`config.mk`:
```
export PLATFORM = sky130hd
export DESIGN_NAME = stack_ctrl
export DESIGN_NICKNAME = d
export VERILOG_FILES = /design/src/rtl/stack_ctrl_pkg.sv /design/src/rtl/stack_alu.sv /design/src/rtl/stack_ctrl.sv
export SDC_FILE = /design/constraint.sdc
export NUM_CORES = 1
export LEC_CHECK = 0
export ABC_AREA = 1
export BUFFER_PORTS_ARGS = -buffer_cell sky130_fd_sc_hd__buf_2
export CAP_MARGIN = 20
export CORE_MARGIN = 2
export CORE_UTILIZATION = 43
export DETAILED_ROUTE_END_ITERATION = 8
export GPL_TIMING_DRIVEN = 0
export PLACE_DENSITY_LB_ADDON = 0.2
export SETUP_SLACK_MARGIN = 0.15
export SYNTH_ARGS = -nofsm -noshare
export SYNTH_HDL_FRONTEND = slang
export SYNTH_SLANG_ARGS = --single-unit
export TNS_END_PERCENT = 10
```
`constraint.sdc`:
```
create_clock -name clk -period 3.25 [get_ports clk]
set_clock_uncertainty 0.05 [all_clocks]
set_input_delay 0.65 -clock clk [delete_from_list [all_inputs] [get_ports clk]]
set_output_delay 0.65 -clock clk [all_outputs]
set_load 0.02 [all_outputs]
```
`src/rtl/stack_ctrl_pkg.sv`:
```
`default_nettype none
// ============================================================================
// Module   : stack_ctrl_pkg
// Purpose  : Opcodes, FSM state encoding and precondition helpers for stack_ctrl.
// Revision : 1.0 - initial release
// ============================================================================
package stack_ctrl_pkg;

  localparam logic [2:0] c_op_nop  = 3'd0;
  localparam logic [2:0] c_op_push = 3'd1;
  localparam logic [2:0] c_op_pop  = 3'd2;
  localparam logic [2:0] c_op_add  = 3'd3;
  localparam logic [2:0] c_op_sub  = 3'd4;
  localparam logic [2:0] c_op_and  = 3'd5;
  localparam logic [2:0] c_op_dup  = 3'd6;
  localparam logic [2:0] c_op_swap = 3'd7;

  typedef enum logic [2:0] {
    S_IDLE  = 3'd0,
    S_POP1  = 3'd1,
    S_POP2  = 3'd2,
    S_WAIT  = 3'd3,
    S_PUSH1 = 3'd4,
    S_PUSH2 = 3'd5,
    S_RESP  = 3'd6
  } state_e;

  function automatic logic needs_two_pops(input logic [2:0] op);
    return (op == c_op_add) || (op == c_op_sub) ||
           (op == c_op_and) || (op == c_op_swap);
  endfunction

  function automatic logic cmd_allowed(input logic [2:0] op,
                                       input int unsigned cnt,
                                       input int unsigned depth);
    logic ok;
    ok = 1'b1;
    case (op)
      c_op_push: ok = (cnt < depth);
      c_op_pop:  ok = (cnt >= 32'd1);
      c_op_dup:  ok = (cnt >= 32'd1) && (cnt < depth);
      c_op_add, c_op_sub, c_op_and, c_op_swap: ok = (cnt >= 32'd2);
      default:   ok = 1'b1;
    endcase
    return ok;
  endfunction

endpackage
`default_nettype wire

```
`src/rtl/stack_alu.sv`:
```
`default_nettype none
// ============================================================================
// Module   : stack_alu
// Purpose  : Combinational result for two-operand ops; a is the old top, b below.
// Revision : 1.0 - initial release
// ============================================================================
module stack_alu
  import stack_ctrl_pkg::*;
#(
  parameter int unsigned WIDTH = 8
) (
  input  logic [2:0]       op,
  input  logic [WIDTH-1:0] a,
  input  logic [WIDTH-1:0] b,
  output logic [WIDTH-1:0] result
);

  always_comb begin
    result = '0;
    case (op)
      c_op_add: result = b + a;
      c_op_sub: result = b - a;
      c_op_and: result = b & a;
      default:  result = '0;
    endcase
  end

endmodule
`default_nettype wire

```
`src/rtl/stack_ctrl.sv`:
```
`default_nettype none
// ============================================================================
// Module   : stack_ctrl
// Purpose  : Command-driven controller sequencing push/pop traffic to an external stack.
// Revision : 1.0 - initial release
// ============================================================================
module stack_ctrl
  import stack_ctrl_pkg::*;
#(
  parameter int unsigned WIDTH = 8,
  parameter int unsigned DEPTH = 3
) (
  input  logic                         clk,
  input  logic                         rst,
  input  logic                         cmd_valid,
  output logic                         cmd_ready,
  input  logic [2:0]                   cmd_op,
  input  logic [WIDTH-1:0]             cmd_imm,
  output logic                         resp_valid,
  input  logic                         resp_ready,
  output logic [WIDTH-1:0]             resp_data,
  output logic                         resp_err,
  output logic                         stk_push,
  output logic                         stk_pop,
  output logic [WIDTH-1:0]             stk_data_in,
  input  logic [WIDTH-1:0]             stk_data_out,
  output logic [$clog2(DEPTH+1)-1:0]   count
);

  localparam int unsigned CW = $clog2(DEPTH + 1);

  state_e           state_q;
  logic [2:0]       op_q;
  logic [WIDTH-1:0] imm_q;
  logic [WIDTH-1:0] a_q;
  logic [WIDTH-1:0] b_q;
  logic [WIDTH-1:0] res_q;
  logic [CW-1:0]    count_q;
  logic [CW-1:0]    count_d;
  logic             stk_push_q;
  logic             stk_pop_q;
  logic [WIDTH-1:0] stk_data_in_q;
  logic             resp_valid_q;
  logic             resp_err_q;
  logic [WIDTH-1:0] resp_data_q;
  logic [WIDTH-1:0] alu_result;

  stack_alu #(
    .WIDTH (WIDTH)
  ) u_alu (
    .op     (op_q),
    .a      (a_q),
    .b      (stk_data_out),
    .result (alu_result)
  );

  // Occupancy tracks the pulses actually issued, so it stays aligned with the stack.
  assign count_d = count_q + CW'(stk_push_q) - CW'(stk_pop_q);

  always_ff @(posedge clk or negedge rst) begin
    if (!rst) begin
      state_q       <= S_IDLE;
      op_q          <= c_op_nop;
      imm_q         <= '0;
      a_q           <= '0;
      b_q           <= '0;
      res_q         <= '0;
      count_q       <= '0;
      stk_push_q    <= 1'b0;
      stk_pop_q     <= 1'b0;
      stk_data_in_q <= '0;
      resp_valid_q  <= 1'b0;
      resp_err_q    <= 1'b0;
      resp_data_q   <= '0;
    end else begin
      stk_push_q    <= 1'b0;
      stk_pop_q     <= 1'b0;
      stk_data_in_q <= '0;
      count_q       <= count_d;
      case (state_q)
        S_IDLE: begin
          if (cmd_valid) begin
            op_q  <= cmd_op;
            imm_q <= cmd_imm;
            if (!cmd_allowed(cmd_op, 32'(count_q), DEPTH)) begin
              state_q      <= S_RESP;
              resp_valid_q <= 1'b1;
              resp_err_q   <= 1'b1;
              resp_data_q  <= '0;
            end else begin
              case (cmd_op)
                c_op_nop: begin
                  state_q      <= S_RESP;
                  resp_valid_q <= 1'b1;
                  resp_data_q  <= '0;
                end
                c_op_push: begin
                  state_q       <= S_PUSH1;
                  stk_push_q    <= 1'b1;
                  stk_data_in_q <= cmd_imm;
                end
                default: begin
                  state_q   <= S_POP1;
                  stk_pop_q <= 1'b1;
                end
              endcase
            end
          end
        end
        S_POP1: begin
          if (needs_two_pops(op_q)) begin
            state_q   <= S_POP2;
            stk_pop_q <= 1'b1;
          end else begin
            state_q <= S_WAIT;
          end
        end
        S_POP2: begin
          a_q     <= stk_data_out;
          state_q <= S_WAIT;
        end
        S_WAIT: begin
          // stk_data_out now holds the most recently popped word.
          case (op_q)
            c_op_pop: begin
              state_q      <= S_RESP;
              resp_valid_q <= 1'b1;
              resp_data_q  <= stk_data_out;
            end
            c_op_dup: begin
              a_q           <= stk_data_out;
              res_q         <= stk_data_out;
              state_q       <= S_PUSH1;
              stk_push_q    <= 1'b1;
              stk_data_in_q <= stk_data_out;
            end
            c_op_swap: begin
              b_q           <= stk_data_out;
              res_q         <= stk_data_out;
              state_q       <= S_PUSH1;
              stk_push_q    <= 1'b1;
              stk_data_in_q <= a_q;
            end
            default: begin
              b_q           <= stk_data_out;
              res_q         <= alu_result;
              state_q       <= S_PUSH1;
              stk_push_q    <= 1'b1;
              stk_data_in_q <= alu_result;
            end
          endcase
        end
        S_PUSH1: begin
          if (op_q == c_op_dup) begin
            state_q       <= S_PUSH2;
            stk_push_q    <= 1'b1;
            stk_data_in_q <= a_q;
          end else if (op_q == c_op_swap) begin
            state_q       <= S_PUSH2;
            stk_push_q    <= 1'b1;
            stk_data_in_q <= b_q;
          end else begin
            state_q      <= S_RESP;
            resp_valid_q <= 1'b1;
            resp_data_q  <= (op_q == c_op_push) ? imm_q : res_q;
          end
        end
        S_PUSH2: begin
          state_q      <= S_RESP;
          resp_valid_q <= 1'b1;
          resp_data_q  <= res_q;
        end
        S_RESP: begin
          if (resp_ready) begin
            state_q      <= S_IDLE;
            resp_valid_q <= 1'b0;
            resp_err_q   <= 1'b0;
            resp_data_q  <= '0;
          end
        end
        default: state_q <= S_IDLE;
      endcase
    end
  end

  assign cmd_ready   = rst && (state_q == S_IDLE);
  assign resp_valid  = resp_valid_q;
  assign resp_data   = resp_data_q;
  assign resp_err    = resp_err_q;
  assign stk_push    = stk_push_q;
  assign stk_pop     = stk_pop_q;
  assign stk_data_in = stk_data_in_q;
  assign count       = count_q;

endmodule
`default_nettype wire

```
# ---- Word level (Yosys, flattened, before mapping)
# Cells that the tools add are included.
dict set report totals {
  regBits 60
  latch_bits 0
  ramBits 0
  mem_bits_ro 0
  out_inout_bits 23
  n_memories 0
}
dict set report classes {
  addsub 4
  multipliers 0
  n_div 0
  n_lt_le_gt_ge 3
  eq_ne 28
  shifts 0
  mux 55
  n_bitwise 3
  n_reduce_logical 21
}
# cell count
set op_table {}
lappend op_table {{$mux 8} 14}
lappend op_table {{$pmux 8 s3} 3}
lappend op_table {{$pmux 8 s5} 1}
lappend op_table {{$eq 3x3->1 const B} 11}
lappend op_table {{$pmux 8 s2} 2}
lappend op_table {{$mux 1} 22}
lappend op_table {{$pmux 3 s7} 1}
lappend op_table {{$eq 3x2->1 const B} 6}
lappend op_table {{$ne 2x2->1 const B} 7}
lappend op_table {{$reduce_and 2->1} 5}
lappend op_table {{$eq 3x1->1 const B} 3}
lappend op_table {{$mux 3} 3}
lappend op_table {{$add 8x8->8} 1}
lappend op_table {{$and 8x8->8} 1}
lappend op_table {{$sub 8x8->8} 1}
lappend op_table {{$reduce_and 7->1} 1}
lappend op_table {{$logic_not 3->1} 2}
lappend op_table {{$mux 2} 3}
lappend op_table {{$pmux 3 s2} 1}
lappend op_table {{$reduce_or 2->1} 3}
lappend op_table {{$pmux 1 s5} 1}
lappend op_table {{$reduce_bool 5->1} 1}
lappend op_table {{$pmux 1 s2} 2}
lappend op_table {{$pmux 1 s4} 1}
lappend op_table {{other kinds (13)} 18}

# ---- Depth between registers and ports, before layout
# Gate-level depths: netlist of run 1.
dict set report logic_depth {
  ltp_word 8
  ltp_mapped 20
  depth_no_buf 20
}

# ---- Modules after synthesis
# A second synthesis of run 1 with hierarchy kept.
dict set report hier_totals {
  hier_cells 577
  area_unflattened_um2 4028.9
}
# module instances cells_per_inst area_each_um2 seq_area_each_um2
set by_module_without_submodules {}
lappend by_module_without_submodules {stack_ctrl 1 456 3360.7 1501.4}
lappend by_module_without_submodules {stack_alu 1 121 668.1 0.0}

# ---- Least setup slack after synthesis of run 1
# OpenSTA, ideal clock, no wires.
dict set report synth_path {
  path_type {reg2reg}
  startpoint {register a_q[0]}
  endpoint {register stk_data_in_q[7], in the netlist stk_data_in[7]}
  setup_time_ns 0.120
  t_arrival_ns 2.278
  t_required_ns 3.080
  path_slack_ns 0.802
  path_stages_with_launch 20
  path_buffers 0
  cell_sequence {dfrtp_1 > inv_1 > ha_1 > inv_1 > nor3_1 > inv_1 > o31ai_1 > xor2_1 > inv_1 > ha_1 > nand2_1 > inv_1 > nand2_1 > nand2_1 > a21oi_1 > nand3_1 > nand3_1 > nand3_1 > nand2_1 > nand2_1}
}
dict set report synth_via {
  elab_chain_cells 4
  word_cells_on_any_way 5
  cone_classes {add/sub (2); mux (3)}
}
# item line
set synth_lines {}
lappend synth_lines {{start, declared} stack_ctrl.sv:35} ;# logic [WIDTH-1:0] a_q;
lappend synth_lines {{start signal, assigned} stack_ctrl.sv:119} ;# a_q <= stk_data_out;
lappend synth_lines {{start signal, assigned} stack_ctrl.sv:131} ;# a_q <= stk_data_out;
lappend synth_lines {{$sub 8x8->8 / $add 8x8->8 (equally long branches)} {stack_alu.sv:22, stack_alu.sv:21}}
lappend synth_lines {{$pmux 8 s3 (*)} stack_alu.sv:20} ;# case (op)
lappend synth_lines {{$pmux 8 s3 (*)} stack_ctrl.sv:124} ;# case (op_q)
lappend synth_lines {{$pmux 8 s3 (*)} stack_ctrl.sv:80} ;# case (state_q)
lappend synth_lines {{end signal, assigned} stack_ctrl.sv:100} ;# stk_data_in_q <= cmd_imm;
lappend synth_lines {{end signal, assigned} stack_ctrl.sv:135} ;# stk_data_in_q <= stk_data_out;
lappend synth_lines {{end signal, assigned} stack_ctrl.sv:142} ;# stk_data_in_q <= a_q;
lappend synth_lines {{end, declared} stack_ctrl.sv:42} ;# logic [WIDTH-1:0] stk_data_in_q;
# Every way passes the cells marked *; elsewhere a longest branch is shown, timed or not.
# A chain may end at the register's enable or synchronous reset.

# ---- Final worst setup path of run 1
dict set report layout_path {
  startpoint {register a_q[0]}
  endpoint {register res_q[7]}
}
dict set report layout_via {
  elab_chain_cells 3
  word_cells_on_any_way 4
  cone_classes {add/sub (2); mux (2)}
}
# item line
set layout_lines {}
lappend layout_lines {{$sub 8x8->8 / $add 8x8->8 (equally long branches)} {stack_alu.sv:22, stack_alu.sv:21}}
lappend layout_lines {{$pmux 8 s3 (*)} stack_alu.sv:20}
lappend layout_lines {{$pmux 8 s2 (*)} stack_ctrl.sv:124}
lappend layout_lines {{end signal, assigned} stack_ctrl.sv:132} ;# res_q <= stk_data_out;
lappend layout_lines {{end signal, assigned} stack_ctrl.sv:139} ;# res_q <= stk_data_out;
lappend layout_lines {{end signal, assigned} stack_ctrl.sv:146} ;# res_q <= alu_result;
lappend layout_lines {{end, declared} stack_ctrl.sv:37} ;# logic [WIDTH-1:0] res_q;
# Marks and branches as above.

==> metrics.yaml, run 1 <==
p_leak_nw: 2.35
startpoint_type: "flip-flop"
dr.pass1.iters: 6
htree_num_levels: 3
portBuffers: 45
cp_common_cell: "nand2_1"
synthCells: 509
r2r_setup_slack_ns: 0.54
tightest_slew_ns: 0.710
gp_congestion: 0.925
worstPathArrival_ns: 2.90
maxCapViolCount: 0
critPathKind: "flip-flop to flip-flop"
crit_fanout: 5
finalHoldViolations: 0
grt_overflow_total: 0
rsz0062_at_grt: "no"
ys_seq_area_share_pct: 39.8
nets: 604
clock_sinks: 60
fin_tns_setup_ns: 0
r2r-end: "res_q[7]"
grt_pass1_vias: 3478
area_growth_pct: 15.8
final_cell_mix: "122 x nand2_1, 67 x inv_1, 60 x dfrtp_1, 52 x buf_2, 48 x o21ai_0"
critPathRequiredTime_ns: 3.43
antenna_found_initial: 0
critPathCaptureType: "flip-flop"
die_y_um: 97.7
power_density_mw_per_mm2: 1070
slew_headroom_pct: 52.7
synth_fa_ha_area_share_pct: 5.17
final_antenna_net_count: 0
synth_area_per_cell_um2: 7.42
slew_viol_final: 0
synth_top_family_by_area: "simple AND/OR/NAND/NOR gates"
grt_use_total_pct: 22.8
via_per_inst: 5.40
path_clk_slew_ns: 0.08
yosys_register_bits: 60
initial_core_util_pct: 43.7
synth_fp_nets: 547
drive_above_1_share_pct: 18.1
hp-class: "primary input to async pin"
die-area_mm2: 0.00955
synth_compound_gate_area_share_pct: 19.6
dpl.hpwl_um: 8040
die-width_um: 97.7
drc: 0
synth_cell_types: 40
fin_crit_sh_pct: 83.5
antenna_cells: 0
core_mm2: 0.00864
wl_per_cell_um: 15.4
insertion_delay_ns: 0.35
cts_hold_buf: 0
synth_xor_area_share_pct: 1.86
fin_cells: 678
max_freq_ghz: 0.368
max_stage_delay_ns: 0.44
post_cts_buffers: 0
period_minus_slack_ns: 2.71
ctsLongestPathBuffers: 2
cts_tree: "built"
drt-total-wl_um: 10500
worstPathCellList: "inv_2 > ha_1 > inv_1 > nor3_2 > inv_1 > o31ai_2 > xor2_1 > inv_1 > ha_1 > nand2_1 > inv_1 > nand2_1 > nand2_1 > a21oi_1 > nand3_1 > nand3_1 > nand3_1 > nand2_1 > nand2_1"
rr_startpoint: "a_q[0]"
std_cell_rows: 34
ys_warn_count: 0
clockRootBuffer: "clkbuf_8"
vdd_drop_max_uv: 561
grt_pass1_wl_um: 17400
cts_resized: 0
final_common_cell: "nand2_1"
grt_max_degree: 34
ios: 46
synth_area_mm2: 0.00378
status: "finished, final reports clean"
cts_inserted_buffers: 9
rr_worst_depth: 19
dp.cells: 663
synthMuxAreaShare_pct: 0
setup_viol: 0
crit_slowest_cell: "dfrtp_1"
vias: 3662
num-fill-cells: 902
drt_iter0_drc: 309
yosys.area_share.simple_pct: 24.0
[registers in the layout, indices dropped and copies added, names as in the netlist]
signal	flops
op_q	3
a_q	8
stk_pop	1
res_q	8
count	2
state_q	3
resp_data	8
stk_data_in	8
imm_q	8
stk_push	1
resp_valid	1
resp_err	1
b_q	8
[cell usage after synthesis]
library cell  count  area share (%)
a22oi_1           1            0.20
nand2_2           6            0.99
o21ai_2          11             2.6
fa_1              1            0.53
nor3_2            1            0.27
buf_4             3            0.60
or2_1             1            0.17
nor4_1            1            0.17
ha_1             14             4.6
o221ai_1          4            0.93
a31oi_1           2            0.33
a211oi_1          1            0.20
nand4_1           2            0.33
o21ai_1           2            0.27
nand2_4           1            0.30
o21bai_1          1            0.20
nor3_1            8             1.1
or2_2             1            0.17
nand3_1          32             4.2
xor2_1            7             1.6
nor2_2            1            0.17
a21oi_1          35             4.6
buf_2             7            0.93
nand3_2           1            0.27
nand2_1         122              12
clkbuf_1          3            0.30
o31ai_1           3            0.60
inv_2             4            0.40
inv_4             1            0.17
inv_1            69             6.9
nor2_4            1            0.30
nand3b_1          2            0.40
dfrtp_1          60              40
buf_6             1            0.30
o211ai_1          6             1.2
xnor2_1           1            0.23
o2111ai_1         1            0.23
o22ai_1          11             1.8
nor2_1           31             3.1
o21ai_0          49             6.5
[cells by family (layout without fill, tap and decap cells)]
logic type               count (synthesis)  count (layout)
AO/OA/AOI/OAI                          127             127
flip-flops                              60              60
XOR/XNOR                                 8               8
AND/OR/NAND/NOR                        211             211
buffers and inverters                   88             149
adder cells (fa/ha/maj)                 15              15
[final cells by class]
type / count / area, um^2 / area share, %
Multi-Input combinational cell: 361 / 1920 / 44.0
Sequential cell: 60 / 1500 / 34.3
Inverter: 74 / 280 / 6.41
Timing Repair Buffer: 46 / 245 / 5.61
Tap cell: 108 / 135 / 3.09
Clock buffer: 10 / 128 / 2.92
Buffer: 14 / 80.1 / 1.83
Clock inverter: 5 / 77.6 / 1.77
[where the power goes]
part,switching [W],internal (W),total (W),leakage (nW)
Clock,0.000307,0.000425,0.000732,0.102
Sequential,0.000228,0.00106,0.00129,0.760
Combinational,0.00176,0.000906,0.00267,1.49
[through the flow]
stage	utilization (%)	power [W]	hold WS [ns]	setup WS [ns]	instance area, um^2
final	50.6	0.00469	0.291	0.536	4370
after global routing	50.6	0.00515	0.347	0.172	4370
after CTS	50.5	0.00468	0.313	0.407	4360
after detailed placement	48.1	0.00393	0.409	0.426	4160
after global placement	47.9	0.00384	0.407	0.425	4140
after floorplan	-	0.00323	0.304	0.802	3780
[routing by layer]
| layer | vias up | share of wire (%) | GRT usage, % |
|---|---|---|---|
| met3 | 18 | 5.1 | 3.67 |
| met4 | 0 | 1.6 | 7.37 |
| met2 | 111 | 47 | 37.0 |
| met5 | - | 0 | 0 |
| met1 | 1734 | 46 | 31.5 |
| li1 | 1799 | - | - |
[worst max-delay path: cells and delay by family (launching register included)]
family                     cells  cell delay, ns
AOI/OAI and AO/OA              2            0.38
xor gates and xnor gates       1            0.16
adders and majority gates      2            0.47
buffers and inverters          5            0.34
DFF                            1            0.44
and+or+nand+nor                9            0.74
[worst max-delay path by stage]
stage	start	end	slack, ns	cells after the start
after global routing	op_q[2]	res_q[7]	0.17	17
after global placement	rst	cmd_ready	0.42	4
after CTS	a_q[0]	res_q[7]	0.41	19
after detailed placement	a_q[0]	res_q[7]	0.43	19
after floorplan	a_q[0]	stk_data_in[7]	0.80	19
final	a_q[0]	res_q[7]	0.54	19
(Power assumes the default switching activity.)
==> run 2, diff against run 1 <==
clock period = 2.2 ns   (was 3.25 ns; I/O delays follow)
==> metrics.yaml, run 2 (synthesized netlist as in run 1, its figures left out) <==
drive_above_1_share_pct: 24.6
initial_core_util_pct: 43.7
rr_startpoint: "a_q[1]"
period_minus_slack_ns: 2.47
antenna_found_initial: 0
insertion_delay_ns: 0.35
max_freq_ghz: 0.405
drt-total-wl_um: 10800
critPathRequiredTime_ns: 2.39
power_density_mw_per_mm2: 1600
ctsLongestPathBuffers: 2
grt_pass1_wl_um: 17500
gr-usage-met2_pct: 37.0
grt_overflow_total: 0
grt_use_met1_pct: 31.8
rsz0062_at_grt: "yes"
path_clk_slew_ns: 0.07
maxCapViolCount: 0
dr.pass1.iters: 6
grt_use_met3_pct: 4.96
htree_num_levels: 3
ios: 46
slew_viol_final: 0
finalPower_w: 0.00740
std_cell_rows: 34
die-area_mm2: 0.00955
final_cell_mix: "114 x nand2_1, 64 x inv_1, 58 x dfrtp_1, 50 x buf_2, 45 x o21ai_0"
nets: 614
final_common_cell: "nand2_1"
cts_inserted_buffers: 9
r2r-end: "stk_data_in[7]"
rr_worst_depth: 19
final_antenna_net_count: 0
grt-busiest-layer: "met2"
drt_iter0_drc: 274
failed_checks: "setup timing"
fin_ws_ns: -0.271
die_y_um: 97.7
worstPathArrival_ns: 2.67
startpoint: "a_q[1]"
via_per_inst: 5.37
grt_max_degree: 29
area_growth_pct: 22.8
p_leak_nw: 2.45
hp-class: "primary input to async pin"
setup_viol: 12
clockRootBuffer: "clkbuf_8"
final_area_mm2: 0.00464
portBuffers: 45
place_area_mm2: 0.00418
antenna_cells: 0
cp-endpoint: "stk_data_in[7]"
vdd_drop_max_uv: 757
r2r_setup_slack_ns: -0.27
dpl.hpwl_um: 8030
die-width_um: 97.7
vias: 3698
wl_per_cell_um: 15.7
fin_crit_sh_pct: 112
startpoint_type: "flip-flop"
critPathCaptureType: "flip-flop"
whs_ns: 0.133
crit_fanout: 4
cts_tree: "built"
grt_use_total_pct: 23.1
critPathKind: "flip-flop to flip-flop"
gp_congestion: 0.879
grt_pass1_vias: 3513
tightest_slew_ns: 0.567
drc: 0
core_mm2: 0.00864
slew_headroom_pct: 61.8
clock_sinks: 60
finalHoldViolations: 0
status: "complete, but fails checks"
-- run 2: power by group --
part	leakage [nW]	switching, W	internal [W]	total [W]
clock	0.0931	0.000477	0.000518	0.000995
combinational	1.60	0.00287	0.00162	0.00449
sequential	0.757	0.000343	0.00157	0.00191
-- run 2: repair_timing --
item,CTS,global route
resized for setup,10,42
hold endpoints to repair,26,0
pin swaps,4,15
hold buffers,4,0
setup buffers,5,1
setup endpoints to repair,16,29
-- run 2: worst min path at each step --
stage / endpoint / slack, ns
floorplan: a_q[0] / 0.09
global placement: resp_err / 0.40
detailed placement: imm_q[3] / 0.41
CTS: imm_q[5] / 0.25
global route: state_q[2] / 0.14
finish: op_q[2] / 0.13
-- run 2: per-stage QoR --
stage	util [%]	TNS (ns)	instances	setup slack, ns
finish	53.7	-1.92	689	-0.271
global placement	48.1	-4.40	662	-0.424
global route	53.7	-3.71	689	-0.453
detailed placement	48.4	-5.37	663	-0.529
CTS	51.9	-2.38	688	-0.339
floorplan	-	-0.218	509	-0.0812
-- run 2: worst max-delay path, cell delays in order (launching register included) --
cell     delay [ns]
dfrtp_1        0.40
inv_2          0.09
ha_4           0.14
inv_4          0.04
nor3_4         0.15
inv_2          0.07
o31ai_4        0.18
xor2_1         0.16
inv_1          0.09
ha_4           0.28
nand2_4        0.06
inv_2          0.04
nand2_2        0.05
nand2_2        0.04
a21oi_2        0.13
nand3_1        0.11
nand3_2        0.10
nand3_2        0.08
nand2_2        0.07
nand2_1        0.05
-- run 2: cell type report --
class	instances	area, um^2
Tap cell	108	135
Buffer	14	85.1
Clock buffer	11	131
Multi-Input combinational cell	361	2080
Timing Repair Buffer	56	362
Sequential cell	60	1500
Clock inverter	5	52.6
Inverter	74	283
Fill cell	846	4000
-- run 2: layer usage --
layer	vias up	routed length (um)	part of all wire (%)
li1	1820	-	-
met1	1740	5030	46
met2	124	5040	47
met3	14	619	5.7
met4	0	145	1.3
met5	-	0	0
